### config.mk
export PLATFORM = sky130hd
export DESIGN_NAME = echo_expect
export DESIGN_NICKNAME = d
export VERILOG_FILES = /design/src/rtl/serial_pkg.sv /design/src/rtl/echo_expect.sv
export SDC_FILE = /design/constraint.sdc
export NUM_CORES = 1
export LEC_CHECK = 0
export ABC_AREA = 1
export CELL_PAD_IN_SITES_DETAIL_PLACEMENT = 0
export CELL_PAD_IN_SITES_GLOBAL_PLACEMENT = 1
export CORE_AREA = 2 2 39 41
export DETAILED_ROUTE_END_ITERATION = 10
export DIE_AREA = 0 0 41 43
export DONT_BUFFER_PORTS = 1
export PLACE_DENSITY = 0.73
export REMOVE_ABC_BUFFERS = 1
export SYNTH_ARGS = -nofsm -noshare
export SYNTH_HDL_FRONTEND = slang
export SYNTH_SLANG_ARGS = --single-unit
### constraint.sdc
create_clock -name vclk -period 1.3
set_clock_uncertainty 0.2 [all_clocks]
set_input_delay 0.13 -clock vclk [all_inputs]
set_output_delay 0.13 -clock vclk [all_outputs]
set_load 0.01 [all_outputs]
### src/rtl/serial_pkg.sv
// rtl/serial_pkg.sv - ASCII constants, FSM encoding and expected-echo record for serial_echo_checker
package serial_pkg;

  localparam logic [7:0] BS          = 8'h08;
  localparam logic [7:0] DEL         = 8'h7F;
  localparam logic [7:0] CR          = 8'h0D;
  localparam logic [7:0] LF          = 8'h0A;
  localparam logic [7:0] SP          = 8'h20;
  localparam logic [7:0] CASE_OFFSET = 8'h20;

  localparam logic [2:0] ST_IDLE   = 3'd0;
  localparam logic [2:0] ST_SEND   = 3'd1;
  localparam logic [2:0] ST_ACCEPT = 3'd2;
  localparam logic [2:0] ST_EXPECT = 3'd3;
  localparam logic [2:0] ST_DRAIN  = 3'd4;
  localparam logic [2:0] ST_RESULT = 3'd5;

  typedef struct packed {
    logic [7:0] b0;
    logic [7:0] b1;
    logic [7:0] b2;
    logic [1:0] len;
  } exp_seq_t;

endpackage

### src/rtl/echo_expect.sv
// rtl/echo_expect.sv - echo the responder must return for one sent byte
module echo_expect
  import serial_pkg::*;
(
  input  logic [7:0] b,
  output logic [7:0] exp0,
  output logic [7:0] exp1,
  output logic [7:0] exp2,
  output logic [1:0] exp_len
);

  always_comb begin
    exp0    = b;
    exp1    = 8'h00;
    exp2    = 8'h00;
    exp_len = 2'd1;
    if (b == BS || b == DEL) begin
      exp0    = BS;
      exp1    = SP;
      exp2    = BS;
      exp_len = 2'd3;
    end else if (b == CR) begin
      exp1    = LF;
      exp_len = 2'd2;
    end else if (b >= 8'h61 && b <= 8'h7A) begin
      exp0 = b - CASE_OFFSET;
    end else if (b >= 8'h41 && b <= 8'h5A) begin
      exp0 = b + CASE_OFFSET;
    end
  end

endmodule

==> results.txt, run 1 <==
Run status = complete, no violations
Placer's final routability congestion estimate = 0.7856
Starting DRT DRC Count = 1
Average footprint of a synthesized cell = 5.630 um^2
Most frequent cell on the critical path = sky130_fd_sc_hd__nand2_1
Total half-perimeter wirelength after legalization and detailed placement = 775.8 um
Routed wl met2 = 520 um
Max layer used = met3
Fraction of final layout cells with drive strength greater than 1 = 34.15%
Drt drc = 0
Cell area after synthesis = 473.0 um^2
Max-cap viol count = 0
Final Instance Area = 483.0 um^2
Cell Int Power = 32.96 uW
Maximum ir drop on the vdd rail = 0.00005768 V
Min-Delay Startpoint = b[3]
Met3 Wirelength = 73 um
CP startpoint = b[1]
Ordered list of cells on the worst path = clkinvlp_4, nand2_1, nor2_2, a21oi_2, nand2_1, nand3b_1, nand3_2
Metal1 wirelength = 370 um
Cells after Synth = 84
Delay of the slowest cell on the worst path = 0.18 ns
Type of the worst setup path = input port to output pin
Area after DPL = 435.4 um^2
Area share of the largest cell type after synthesis = 22.22%
Kind of path behind the tightest hold check = input port to output pin
Data arrival time of the worst path = 0.92 ns
Initial Utilization = 34.18%
End of the worst hold path = exp0[3]
Largest area contributor in the synthesized netlist = sky130_fd_sc_hd__buf_4
Clock buffer cells = 0
Combined area of the multi-input logic cells = 396.6 um^2
Die height = 43 um
Logic pwr share = 100.0%
Total Die Area = 1763 um^2
Largest net degree at the start of global routing = 9
Count of filler cells inserted in the layout = 168
Max Fclk = 800.1 MHz
Worst Path Max Fanout = 6
Post-Route WL = 964 um
Shortest period the worst path allows = 1.250 ns
Leakage power figure = 0.0002336 uW
WP data required = 0.97 ns
Min-Delay Path Depth = 0
Sequential fraction of design power = 0%
Hold violation count in the final report = 0
Smallest hold slack = 0.06003 ns
Via density = 4.469
Overflow after GRT = 0
YS warnings = 0
Routed len/inst = 9.837 um
Pre-Repair DR Iteration Count = 2
Diode count = 0
Via count of the first global-routing pass = 343
Global-route wire length before repair = 1386 um
Number of unique standard cell types used by synthesis = 20
Sw power = 81.13 uW
Crit. End Element = output pin
Areal power density over the cells = 236.2 nW/um^2
Setup total negative slack = 0 ns
RSZ-0062 raised after global routing = true
Area overhead of the layout relative to synthesis = 2.116%
Total GRT Usage = 10.39%
Fraction of power spent switching nets = 71.11%
Tcrit/Tclk final = 96.15%
Final count of pins violating max slew = 0
Flip-flop and latch area = 0 um^2
Kind of start point of the critical path = input port
Post-route ant nets = 0
Number of antenna violations at the first check in global routing = 0
Sequential element share of the synthesized area = 0%
Total via count after detailed routing = 438
Top cells by area, synth = sky130_fd_sc_hd__buf_4, sky130_fd_sc_hd__nand2_1, sky130_fd_sc_hd__ha_1
# IOs = 34
Sequential cell count = 0
Die X-Extent = 41 um
Area of the core = 1384 um^2
Final Net Count = 95
Count of port buffers added during placement = 0
Setup violation total in the final timing report = 0
Clock network power share = 0%
Highest-delay cell along the critical path = sky130_fd_sc_hd__a21oi_2
Number of placement rows = 14
==> metrics by stage <==
| stage | setup WS, ns | total power (uW) | utilization (%) | cells |
|---|---|---|---|---|
| floorplan | -0.05532 | 90.06 | - | 80 |
| global placement | -0.04810 | 102.8 | 31.46 | 98 |
| detailed placement | -0.04367 | 102.6 | 31.46 | 98 |
| CTS | 0.02207 | 104.6 | 31.83 | 98 |
| global route | -0.03032 | 128.8 | 34.90 | 98 |
| finish | 0.05011 | 114.1 | 34.90 | 98 |
==> placed cells by master, fill, tap and decap left out <==
master	netlist	layout
sky130_fd_sc_hd__a21oi_2	1	3
sky130_fd_sc_hd__clkinvlp_4	0	2
sky130_fd_sc_hd__conb_1	1	12
sky130_fd_sc_hd__nand3b_1	1	1
sky130_fd_sc_hd__inv_2	3	2
sky130_fd_sc_hd__buf_4	14	2
sky130_fd_sc_hd__nor3_2	1	2
sky130_fd_sc_hd__ha_1	3	3
sky130_fd_sc_hd__nor2_4	0	2
sky130_fd_sc_hd__nand4_1	1	1
sky130_fd_sc_hd__nand3_1	5	4
sky130_fd_sc_hd__nor2_2	4	5
sky130_fd_sc_hd__nand3_2	1	2
sky130_fd_sc_hd__nor2_1	10	7
sky130_fd_sc_hd__inv_4	0	1
sky130_fd_sc_hd__o21ai_4	1	1
sky130_fd_sc_hd__nand2_1	19	18
sky130_fd_sc_hd__nand2_2	5	6
sky130_fd_sc_hd__inv_1	8	6
sky130_fd_sc_hd__a21oi_1	3	1
sky130_fd_sc_hd__o21a_1	1	1
==> cells by family (layout without fill, tap and decap cells) <==
logic type / count (synthesis) / after routing / synth area share, %
AND/OR/NAND/NOR: 48 / 48 / 48.41
buffers and inverters: 26 / 13 / 32.80
adder cells (fa/ha/maj): 3 / 3 / 7.937
AO/OA/AOI/OAI: 6 / 6 / 10.05
other: 1 / 12 / 0.7929
==> how the worst max path moves through the flow <==
stage | to | cells after the start | slack (ns)
finish | exp0[7] | 7 | 0.05
global route | exp0[6] | 8 | -0.03
CTS | exp0[6] | 7 | 0.02
detailed placement | exp0[5] | 7 | -0.04
global placement | exp0[5] | 7 | -0.05
floorplan | exp0[6] | 8 | -0.06
==> layout make-up <==
class,count,area share (%)
multi-input cells,69,82.12
repair buffers,2,3.109
inverters,11,10.62
well taps,16,4.145
==> metal layers <==
metal	up-vias	GRT usage, %
met5	-	0
met4	0	0
met3	0	1.047
met2	16	17.50
met1	194	14.56
li1	228	-
==> power by group through the flow <==
stage                     Clock [uW]  Sequential [uW]  Combinational, uW
after floorplan                    0                0               90.1
after global placement             0                0                103
after detailed placement           0                0                103
after CTS                          0                0                105
after global routing               0                0                129
final                              0                0                114
==> synth_stat cells, drive strengths merged <==
cell type    count
nand3b           1
conb             1
a21oi            4
inv             11
ha               3
o21ai            1
nor2            14
dlygate4sd1      1
nor3             2
o21a             1
nand2           24
nand4            1
nand3            6
buf             14
==> timing repair <==
item,in CTS,in global routing
setup endpoints to repair,3,3
hold buffers,0,0
pin swaps,0,3
gates resized for setup,2,11
setup buffers,0,0
==> worst max-delay path: cells and delay by family <==
family | cells | cell delay, ns
buffers and inverters | 1 | 0.12
and+or+nand+nor | 5 | 0.49
AOI/OAI and AO/OA | 1 | 0.18
Note: power is estimated with default switching activity, not from simulation.
==> run 2, diff against run 1 <==
--- a/config.mk
+++ b/config.mk
@@ -6,13 +6,10 @@
 export NUM_CORES = 1
 export LEC_CHECK = 0
 export ABC_AREA = 1
-export CELL_PAD_IN_SITES_DETAIL_PLACEMENT = 0
-export CELL_PAD_IN_SITES_GLOBAL_PLACEMENT = 1
 export CORE_AREA = 2 2 39 41
 export DETAILED_ROUTE_END_ITERATION = 10
 export DIE_AREA = 0 0 41 43
 export DONT_BUFFER_PORTS = 1
-export PLACE_DENSITY = 0.73
 export REMOVE_ABC_BUFFERS = 1
 export SYNTH_ARGS = -nofsm -noshare
 export SYNTH_HDL_FRONTEND = slang
==> run 2 against run 1 <==
Sequential share of layout area unchanged. Maximum frequency is 1.1% lower. Critical path depth stayed put. Final cell count is 2.0% higher. First-iteration DRC count increased to 9.0 times the previous value. Critical path type unchanged. Global-route usage down 0.70 points. Non-clock buffer count grew 2.
==> results.txt, run 2 (synthesis gave the netlist of run 1 again) <==
Run status = complete, no violations
Number of antenna violations at the first check in global routing = 0 (unchanged)
WP data required = 0.97 ns (about the same)
Worst Path Max Fanout = 7 (+1)
Final Util = 36.62% (+1.7 points)
# IOs = 34 (unchanged)
Delay of the slowest cell on the worst path = 0.24 ns (+0.06 ns)
Total via count after detailed routing = 461 (+5.3%)
Total half-perimeter wirelength after legalization and detailed placement = 825.3 um (+6.4%)
Fraction of final layout cells with drive strength greater than 1 = 34.52% (+0.38 points)
Crit path setup slack, layout = 0.03672 ns (-0.01339 ns)
Area overhead of the layout relative to synthesis = 7.143%
Total Die Area = 1763 um^2 (unchanged)
Number of placement rows = 14 (unchanged)
Global-route wire length before repair = 1283 um (-7.4%)
Placement-stage worst setup slack = -0.01116 ns (+0.03251 ns)
Count of buffer and inverter cells on the critical path = 2 (+1)
Type of the worst setup path = input port to output pin
Kind of cell adding the most delay to the critical path = simple AND/OR/NAND/NOR gates
Final Net Count = 97 (+2.1%)
Max Fclk = 791.6 MHz (-1.1%)
Final Instance Area = 506.7 um^2 (+4.9%)
Crit. End Element = output pin
Shortest period the worst path allows = 1.263 ns (+0.01339 ns)
Maximum ir drop on the vdd rail = 0.00004988 V (-14%)
Starting DRT DRC Count = 9 (+8)
Most common cell after layout, fill and taps aside = sky130_fd_sc_hd__nand2_1
Hold violation count in the final report = 0 (unchanged)
Most frequent cell on the critical path = sky130_fd_sc_hd__nand2_4
Placer's final routability congestion estimate = 0.7201 (-8.3%)
Drt drc = 0 (unchanged)
Post-Route WL = 1046 um (+8.5%)
Data arrival time of the worst path = 0.93 ns (about the same)
Pre-Repair DR Iteration Count = 4 (+2)
Ordered list of cells on the worst path = clkinvlp_4, nand2_4, nor2_4, nand2_4, o21ai_4, buf_4, nor2_2
Leakage power figure = 0.0002627 uW (+12%)
Die height = 43 um (unchanged)
Tcrit/Tclk final = 97.18% (+1.0 points)
Final count of pins violating max slew = 0 (unchanged)
Post-route ant nets = 0 (unchanged)
Max-cap viol count = 0 (unchanged)
Setup violation total in the final timing report = 0 (unchanged)
Overflow after GRT = 0 (unchanged)
Count of port buffers added during placement = 0 (unchanged)
Sequential cell count = 0 (unchanged)
Setup total negative slack = 0 ns (unchanged)
Routed len/inst = 10.46 um (+6.3%)
Number of hold buffers added after cts = 0 (unchanged)
Top library cells by usage in the layout, fill and taps aside = sky130_fd_sc_hd__nand2_1, sky130_fd_sc_hd__conb_1, sky130_fd_sc_hd__nor2_1
Area of the core = 1384 um^2 (unchanged)
Via density = 4.610 (+3.1%)
Initial Utilization = 34.18% (unchanged)
Area after DPL = 435.4 um^2 (unchanged)
Clock buffer cells = 0 (unchanged)
Die X-Extent = 41 um (unchanged)
Smallest hold slack = 0.06001 ns (-0.00002140 ns)
Largest net degree at the start of global routing = 9 (unchanged)
Kind of path behind the tightest hold check = input port to output pin
Via count of the first global-routing pass = 353 (+2.9%)
Total GRT Usage = 9.690% (-0.70 points)
Areal power density over the cells = 238.6 nW/um^2 (+0.99%)
Diode count = 0 (unchanged)
Flip-flop and latch area = 0 um^2 (unchanged)
Kind of start point of the critical path = input port
Highest-delay cell along the critical path = sky130_fd_sc_hd__o21ai_4
-- run 2: changes by cell type in the layout (fill, tap and decap cells not counted), moves of 2 or more --
cell	before	now
sky130_fd_sc_hd__nand2_2	6	4
sky130_fd_sc_hd__nand2_4	0	2
sky130_fd_sc_hd__buf_4	2	4
sky130_fd_sc_hd__nor3_2	2	0
-- run 2: path summary, 6_finish.rpt --
| path | startpoint | end | slack (ns) | cells after the start |
|---|---|---|---|---|
| worst max-delay path | b[4] | exp0[5] | 0.04 | 7 |
| worst min-delay path | b[3] | exp0[3] | 0.06 | 0 |
-- run 2: layout make-up --
class	count	area, um^2
fill	154	877.1
inverter	11	53.80
multi-input combinational	69	402.9
timing repair buffer	4	30.03
tap	16	20.02
-- run 2: metal layers --
layer	global-route usage, %	part of all wire, %	up-vias
li1	-	-	234
met1	9.494	35	203
met2	20.00	54	24
met3	1.571	11	0
met4	0	0	0
met5	0	0	-
-- run 2: repair_timing --
item	CTS	global route
setup buffers	0	2
pin swaps	0	6
endpoints found under the hold margin	0	0
gates resized for setup	1	14
endpoints found under the setup margin	1	8
-- run 2: report_power, final --
part	switching, uW	internal [uW]
Sequential	0	0
Combinational	84.6	36.3
Clock	0	0
Total	84.6	36.3
-- run 2: per-stage QoR --
step	instances	power, uW
finish	100	120.9
global route	100	133.9
floorplan	80	90.06
CTS	98	104.2
detailed placement	98	103.0
global placement	98	102.2
==> run 3, diff against run 2 <==
--- a/config.mk
+++ b/config.mk
@@ -9,8 +9,9 @@
 export CORE_AREA = 2 2 39 41
 export DETAILED_ROUTE_END_ITERATION = 10
 export DIE_AREA = 0 0 41 43
-export DONT_BUFFER_PORTS = 1
+export PLACE_DENSITY = 0.82
 export REMOVE_ABC_BUFFERS = 1
+export SKIP_LAST_GASP = 1
 export SYNTH_ARGS = -nofsm -noshare
 export SYNTH_HDL_FRONTEND = slang
 export SYNTH_SLANG_ARGS = --single-unit
==> run 3 against run 2 <==
The run now ends with setup timing left. Count of clock-buffer cells in the layout unchanged. Final cell count up 37%. Global-route usage up 8.0 points. First-iteration DRC count down 89%. Wire length up 36%. Maximum frequency down 15%. Die area unchanged. Non-clock buffer count up 37. Design area up 74%. Sequential share of layout area unchanged. Total power up 100%. Critical endpoint is now exp0[6].
==> results.txt, run 3 (synthesis gave the netlist of run 1 again) <==
Final Util = 63.56% (+27 points)
Via density = 4.387 (-4.8%)
Final Net Count = 134 (+38%)
Total GRT Usage = 17.70% (+8.0 points)
Routed len/inst = 10.42 um (-0.42%)
Fraction of final layout cells with drive strength greater than 1 = 64.46% (+30 points)
Worst setup path endpoint = exp0[6]
Leakage power figure = 0.0004562 uW (+74%)
Clock buffer cells = 0 (unchanged)
Count of port buffers added during placement = 22 (+22)
Total Die Area = 1763 um^2 (unchanged)
Overflow after GRT = 0 (unchanged)
Number of hold buffers added after cts = 0 (unchanged)
Flip-flop and latch area = 0 um^2 (unchanged)
Total half-perimeter wirelength after legalization and detailed placement = 984.4 um (+19%)
Post-route ant nets = 0 (unchanged)
Crit path setup slack, layout = -0.1935 ns (-0.2302 ns)
Diode count = 0 (unchanged)
Setup violation total in the final timing report = 13 (+13)
Kind of start point of the critical path = input port
Crit. End Element = output pin
Max Fclk = 669.6 MHz (-15%)
Max-cap viol count = 0 (unchanged)
Post-Route WL = 1427 um (+36%)
Number of placement rows = 14 (unchanged)
Sw power = 138.2 uW (+63%)
Final count of pins violating max slew = 0 (unchanged)
Clock network power share = 0% (unchanged)
Type of the worst setup path = input port to output pin
Fraction of power spent switching nets = 56.23% (-14 points)
Initial Utilization = 34.18% (unchanged)
Top library cells by usage in the layout, fill and taps aside = sky130_fd_sc_hd__buf_4, sky130_fd_sc_hd__nand2_1, sky130_fd_sc_hd__conb_1, sky130_fd_sc_hd__buf_2, sky130_fd_sc_hd__buf_6
Hold violation count in the final report = 0 (unchanged)
Most common cell after layout, fill and taps aside = sky130_fd_sc_hd__buf_4
Die height = 43 um (unchanged)
Largest net degree at the start of global routing = 7 (-2)
Number of antenna violations at the first check in global routing = 0 (unchanged)
Via count of the first global-routing pass = 558 (+58%)
RSZ-0062 raised after global routing = true
Worst Path Max Fanout = 5 (-2)
Kind of path behind the tightest hold check = input port to output pin
CP startpoint = b[6]
Global-route wire length before repair = 2221 um (+73%)
Logic pwr share = 100.0% (about the same)
Sequential fraction of design power = 0% (unchanged)
# IOs = 34 (unchanged)
Maximum ir drop on the vdd rail = 0.0001592 V (+220%)
Run status = complete, but fails checks
Tcrit/Tclk final = 114.9% (+18 points)
Area overhead of the layout relative to synthesis = 85.98%
Starting DRT DRC Count = 1 (-8)
Data arrival time of the worst path = 1.16 ns (+0.23 ns)
Drt drc = 0 (unchanged)
Pre-Repair DR Iteration Count = 2 (-2)
Failing checks = setup timing
Cell Int Power = 107.6 uW (+200%)
Placer's final routability congestion estimate = 0.8973 (+25%)
Die X-Extent = 41 um (unchanged)
Total via count after detailed routing = 601 (+30%)
Overall power consumption = 245.9 uW (+100%)
Sequential cell count = 0 (unchanged)
Shortest period the worst path allows = 1.494 ns (+0.2302 ns)
WP data required = 0.97 ns (about the same)
Area of the core = 1384 um^2 (unchanged)
Areal power density over the cells = 279.5 nW/um^2 (+17%)
-- run 3: changes by cell type in the layout (fill, tap and decap cells not counted), sizes merged --
cell           previous run  this run
buf                       4        38
clkbuf                    0         2
clkinvlp                  2         0
inv                       9        11
clkdlybuf4s50             0         1
-- run 3: how the worst min path moves through the flow --
| stage | to | start | slack [ns] | cells after the start |
|---|---|---|---|---|
| final | exp0[2] | b[2] | 0.53 | 5 |
| after CTS | exp0[2] | b[2] | 0.53 | 5 |
| after global routing | exp0[0] | b[0] | 0.56 | 5 |
| after global placement | exp0[3] | b[3] | 1.03 | 2 |
| after floorplan | exp0[3] | b[3] | 0.06 | 0 |
| after detailed placement | exp0[3] | b[3] | 1.04 | 2 |
-- run 3: cell type report --
type	instances	area (um^2)
fill	126	504.2
multi-input combinational	69	483.0
timing repair buffer	41	325.3
inverter	11	51.30
tap	16	20.02
-- run 3: repair_timing --
action | 4_1_cts | 5_1_grt
buffers inserted | 8 | 0
pin swaps | 18 | 3
endpoints found under the setup margin | 14 | 13
gates resized for setup | 130 | 8
-- run 3: metal layers --
metal,share of wire [%],routed length [um],vias to the layer above,global-route usage (%)
li1,-,-,311,-
met1,31,445,270,15.56
met2,62,891,16,37.81
met3,3.6,51,4,0
met4,2.7,38,0,4.667
met5,0,0,-,0
-- run 3: critical path: stages --
cell and delay [ns]:
sky130_fd_sc_hd__buf_2 0.16, sky130_fd_sc_hd__buf_4 0.15, sky130_fd_sc_hd__nand3_1 0.12, sky130_fd_sc_hd__a21oi_4 0.18, sky130_fd_sc_hd__nand2_2 0.09, sky130_fd_sc_hd__a21oi_2 0.16, sky130_fd_sc_hd__buf_2 0.17
-- run 3: power by group through the flow --
stage | Clock [uW] | Sequential [uW] | Combinational, uW
6_report | 0 | 0 | 246
5_1_grt | 0 | 0 | 265
4_1_cts | 0 | 0 | 231
3_5_place_dp | 0 | 0 | 196
3_3_place_gp | 0 | 0 | 190
2_1_floorplan | 0 | 0 | 90.1
-- run 3: per-stage QoR --
stage / instances / setup slack (ns) / hold WS, ns / cell area, um^2 / setup TNS (ns)
global route: 137 / -0.2522 / 0.5612 / 879.6 / -1.880
floorplan: 80 / -0.05532 / 0.06000 / 400.4 / -0.09178
finish: 137 / -0.1935 / 0.5303 / 879.6 / -1.123
CTS: 137 / -0.1439 / 0.5301 / 854.6 / -1.179
global placement: 129 / -0.9678 / 1.032 / 723.2 / -11.52
detailed placement: 129 / -1.062 / 1.039 / 723.2 / -12.11
